`src/rtl/int_regfile_sb.sv`:
```
// Integer register file with a per-register pending-write scoreboard.
// Set REGFILE_BYPASS_EN to forward same-cycle writes to the read ports.
module int_regfile_sb #(
    parameter  int XLEN   = 32,
    parameter  int NREG   = 32,
    parameter  int NRPORT = 2,
    localparam int AW     = $clog2(NREG)
) (
    input  logic                     clk,
    input  logic                     rst,
    input  logic [NRPORT*AW-1:0]     raddr_in,
    output logic [NRPORT*XLEN-1:0]   rdata_out,
    output logic [NRPORT-1:0]        rbusy_out,
    input  logic                     wen_in,
    input  logic [AW-1:0]            waddr_in,
    input  logic [XLEN-1:0]          wdata_in,
    input  logic                     iss_valid_in,
    input  logic [AW-1:0]            iss_rd_in,
    input  logic                     flush_in,
    output logic [AW:0]              busy_cnt_out,
    output logic                     wr_fault_out
);

    localparam logic [AW:0] LP_NREG = (AW+1)'(NREG);

    logic [XLEN-1:0] r_regs [NREG];
    logic [NREG-1:0] r_busy;
    logic [AW:0]     r_busy_cnt;
    logic            r_fault;

    logic            w_wr_ok;
    logic            w_wr_bad;
    logic            w_iss_ok;
    logic            w_iss_bad;
    logic [NREG-1:0] w_busy_nxt;
    logic [AW:0]     w_cnt_nxt;

    function automatic logic f_in_range(input logic [AW-1:0] a);
        return {1'b0, a} < LP_NREG;
    endfunction

    // Out-of-range addresses fault; x0 is silently ignored.
    assign w_wr_ok   = wen_in && (waddr_in != '0) && f_in_range(waddr_in);
    assign w_wr_bad  = wen_in && !f_in_range(waddr_in);
    assign w_iss_ok  = iss_valid_in && !flush_in && (iss_rd_in != '0) && f_in_range(iss_rd_in);
    assign w_iss_bad = iss_valid_in && !f_in_range(iss_rd_in);

    // Clear from writeback first so a same-cycle issue to the same register wins.
    always_comb begin
        w_busy_nxt = r_busy;
        if (flush_in) begin
            w_busy_nxt = '0;
        end else begin
            if (w_wr_ok)
                w_busy_nxt[waddr_in] = 1'b0;
            if (w_iss_ok)
                w_busy_nxt[iss_rd_in] = 1'b1;
        end
        w_busy_nxt[0] = 1'b0;
    end

    always_comb begin
        w_cnt_nxt = '0;
        for (int i = 0; i < NREG; i++)
            w_cnt_nxt = w_cnt_nxt + (AW+1)'(w_busy_nxt[i]);
    end

    always_ff @(posedge clk or posedge rst) begin
        if (rst) begin
            for (int i = 0; i < NREG; i++)
                r_regs[i] <= '0;
            r_busy     <= '0;
            r_busy_cnt <= '0;
            r_fault    <= 1'b0;
        end else begin
            if (w_wr_ok)
                r_regs[waddr_in] <= wdata_in;
            r_busy     <= w_busy_nxt;
            r_busy_cnt <= w_cnt_nxt;
            if (w_wr_bad || w_iss_bad)
                r_fault <= 1'b1;
        end
    end

    assign busy_cnt_out = r_busy_cnt;
    assign wr_fault_out = r_fault;

    for (genvar p = 0; p < NRPORT; p++) begin : g_rd
        logic [AW-1:0]   w_ra;
        logic            w_ra_ok;
        logic [XLEN-1:0] w_rd;
        logic            w_rb;

        assign w_ra    = raddr_in[p*AW +: AW];
        assign w_ra_ok = (w_ra != '0) && f_in_range(w_ra);
`ifdef REGFILE_BYPASS_EN
        logic w_fwd;
        // w_wr_ok already excludes x0 and out-of-range addresses.
        assign w_fwd = w_wr_ok && (w_ra == waddr_in);
        assign w_rd  = w_fwd ? wdata_in
                             : (w_ra_ok ? r_regs[w_ra] : '0);
        assign w_rb  = w_fwd ? (w_iss_ok && (iss_rd_in == waddr_in))
                             : (w_ra_ok && r_busy[w_ra]);
`else
        assign w_rd  = w_ra_ok ? r_regs[w_ra] : '0;
        assign w_rb  = w_ra_ok && r_busy[w_ra];
`endif
        assign rdata_out[p*XLEN +: XLEN] = w_rd;
        assign rbusy_out[p]              = w_rb;
    end

endmodule

```
`config.mk`:
```
export PLATFORM = sky130hd
export DESIGN_NAME = int_regfile_sb
export DESIGN_NICKNAME = d
export VERILOG_FILES = /design/src/rtl/int_regfile_sb.sv
export SDC_FILE = /design/constraint.sdc
export NUM_CORES = 2
export LEC_CHECK = 0
export CAP_MARGIN = 25
export CORE_AREA = 2 2 343 345
export CTS_BUF_LIST = sky130_fd_sc_hd__clkbuf_16
export DETAILED_ROUTE_END_ITERATION = 10
export DIE_AREA = 0 0 345 347
export HOLD_SLACK_MARGIN = 0.15
export PLACE_DENSITY = 0.63
export SYNTH_ARGS = -nofsm -noshare
export SYNTH_HDL_FRONTEND = slang
export SYNTH_SLANG_ARGS = --single-unit
```
`constraint.sdc`:
```
create_clock -name clk -period 51.2 [get_ports clk]
set_input_delay 10.24 -clock clk [delete_from_list [all_inputs] [get_ports clk]]
set_output_delay 10.24 -clock clk [all_outputs]
set_load 0.005 [all_outputs]
```
==> flow_summary.json <==
{
  "end_kind": "output port",
  "ir_drop_mv": 0.0287,
  "status": "complete, no violations",
  "dpl.hpwl_um": 93900,
  "grt_pass1_vias": 37400,
  "leakage_nw": 27.3,
  "antenna_found_initial": 0,
  "synthMuxAreaShare": 0.430,
  "synth_cell_types": 56,
  "min_from": "r_regs[1000]$_DFFE_PP0P_",
  "worstSetupPathType": "input pin to output port",
  "h-tree-depth": 3,
  "clk_pin_slew_ns": 0.06,
  "cp_data_arrival_time_ns": 14.98,
  "postRouteAntennaNets": 0,
  "grt_remaining_overflow": 0,
  "synth_area_sq_um": 57600,
  "multi_input_area_sq_um": 29100,
  "ys_seq_elements": 1061,
  "die_h_um": 347,
  "die-area_sq_um": 120000,
  "required_ns": 40.96,
  "area_delta_synth_final_pct": 10.7,
  "io-pin-count": 130,
  "critPathMaxFanout": 64,
  "grt_pass1_wl_um": 263000,
  "post_cts_buffers": 0,
  "seqCellArea_sq_um": 26600,
  "r2r_start": "r_busy[14]$_DFF_PP0_",
  "p_per_area_nw_per_um2": 38.2,
  "synth_xor_xnor_area_share": 0.000456,
  "synth_compound_area_frac": 0.0499,
  "setup_viol": 0,
  "finalHoldViolCount": 0,
  "cts_inserted_buffers": 117,
  "routed-via-count": 36500,
  "cts.path.max_buffers": 3,
  "vias_per_cell": 6.81,
  "clock_sinks": 1061,
  "drc_errors": 0,
  "drt-pass1-iter-count": 8,
  "async_flop_share": 1.00,
  "fillers": 9411,
  "dp_cells": 5136,
  "start_util": 0.497,
  "grt_setup_unrepaired": "no",
  "fin_crit_ns": 25.22,
  "max_freq_mhz": 39.7,
  "fp.coreArea_sq_um": 116000,
  "crit_start": "raddr_in[6]",
  "finalWeightedCongestion": 0.782,
  "root_buffer": "clkbuf_16",
  "routedWlPerCell_um": 33.2,
  "yosysTopAreaCellShare": 0.461,
  "drtIter0Drc": 3581,
  "die_x_um": 345,
  "yosysWarnings": 0,
  "synth_edf_count": 0,
  "synth_area_leaders": "dfrtp_1, mux2_2, mux4_2",
  "cts_tree": "yes",
  "syn-num-nets": 3925,
  "maxSlewHeadroom": 0.251,
  "fin_worst_skew_ns": 0.0140,
  "hold_class": "register to register",
  "grt.total_usage": 0.299,
  "synth_cells": 3838,
  "yosys.area_share.simple": 0.0110,
  "hold_buffers": 0,
  "n_antenna_cell": 0,
  "io_buffers": 128,
  "syn_area_per_cell_sq_um": 15.0,
  "grt_max_degree": 174,
  "clk_latency_ns": 0.70,
  "tns_ns": 0,
  "cts_resized": 0,
  "report.final.slew_viol_count": 0,
  "std_cell_rows": 125,
  "synth-adder-area-share": 0.00952,
  "worst_pin_slew_ns": 1.12,
  "wl_um": 178000,
  "maxCapViolations": 0,
  "start_kind": "input pin",
  "nets": 3828,
  "synth_top_cell_by_area": "dfrtp_1",
  "synth_top_family_by_area": "multiplexers",
  "yosysSeqAreaShare": 0.461,
  "drive_above_1_share": 0.473,
  "stdcell_count": 5360,
  "finalCritPeriodShare": 0.493,
  "synth_ff_type": "dfrtp_1"
}
kinds of logic after synthesis:
kind of cell    count (synthesis)
mux                          1728
flops                        1061
buf+inv                       464
compound gates                424
simple gates                  127
fa+ha+maj                      30
xor+xnor                        3
other cells                     1
sequential cells by signal (all words and copies together) (netlist names):
signal / cells
r_regs: 1024
r_busy: 31
busy_cnt_out: 6
synthesized netlist by cell type (7+ instances only):
cell type / count
nor2b_1: 10
a221o_1: 33
o22a_1: 24
ha_1: 7
a221oi_1: 48
buf_4: 34
inv_1: 21
o21ai_0: 67
clkbuf_1: 205
dfrtp_1: 1061
a21oi_1: 125
o221ai_1: 24
fa_1: 23
nand2b_1: 7
a31oi_1: 33
buf_6: 10
a21o_1: 27
buf_1: 16
buf_2: 175
nand2_1: 55
nor2_1: 24
mux2i_1: 225
mux4_2: 492
a22oi_1: 35
mux2_2: 1008
power by group:
part           total [mW]  internal (mW)  switching, mW
logic               0.501          0.308          0.194
registers            1.11          0.993          0.121
clock network       0.821          0.470          0.352
placed cells by master, fill, tap and decap left out, drive strengths merged, types with 4 or more instances in the layout:
cell type,count
a21o,27
a21oi,125
a221o,33
a221oi,48
a22oi,35
a31oi,33
buf,104
bufinv,11
clkbuf,119
clkdlybuf4s50,120
clkinv,58
clkinvlp,4
dfrtp,1061
fa,23
ha,7
inv,46
mux2,1009
mux2i,225
mux4,494
nand2,55
nand2b,7
nor2,24
nor2b,10
o21ai,67
o221ai,24
o22a,24
routing by layer:
layer,vias to the layer above,GRT usage,routed length [um]
met2,1537,0.464,83100
met5,-,0,0
met1,19900,0.431,76700
li1,14700,-,-
met4,0,0.104,6410
met3,323,0.0476,11900
metrics by stage:
stage                     cell area [sq um]  power [mW]  hold WS (ns)  utilization  setup slack (ns)
after floorplan                       57600        1.47         0.438            -             11.09
after global placement                59600        1.61         0.382        0.515             25.68
after detailed placement              59800        1.62         0.384        0.516             25.68
after CTS                             63400        2.44         0.397        0.548             25.66
after global routing                  63700        2.54         0.410        0.551             25.63
final                                 63700        2.44         0.394        0.551             25.98
worst max-delay path, cell delays in order:
cell and delay, ns:
buf_8 0.54, buf_4 0.74, buf_4 0.75, buf_4 0.80, mux4_2 0.37, mux2i_1 0.07, a221o_1 0.38, a31oi_1 0.33
clkdlybuf4s50_1 0.59
final timing paths:
path | endpoint | slack (ns) | cells after the start
setup / recovery | rdata_out[59] | 25.98 | 9
setup reg to reg | busy_cnt_out[4]$_DFF_PP0_ | 45.94 | 14
hold / removal | r_regs[1000]$_DFFE_PP0P_ | 0.39 | 0
max in group asynchronous | r_regs[556]$_DFFE_PP0P_ | 37.89 | 5
min in group asynchronous | r_regs[604]$_DFFE_PP0P_ | 10.08 | 2
hold reg to reg | r_regs[1000]$_DFFE_PP0P_ | 0.39 | 0
cell type report:
cell class | instances | share of cell area
multi-input combinational | 2313 | 0.457
sequential | 1061 | 0.417
clock buffer | 118 | 0.0463
timing repair buffer | 225 | 0.0367
tap | 1524 | 0.0299
clock inverter | 96 | 0.0113
inverter | 23 | 0.00167
(Power assumes the default switching activity.)
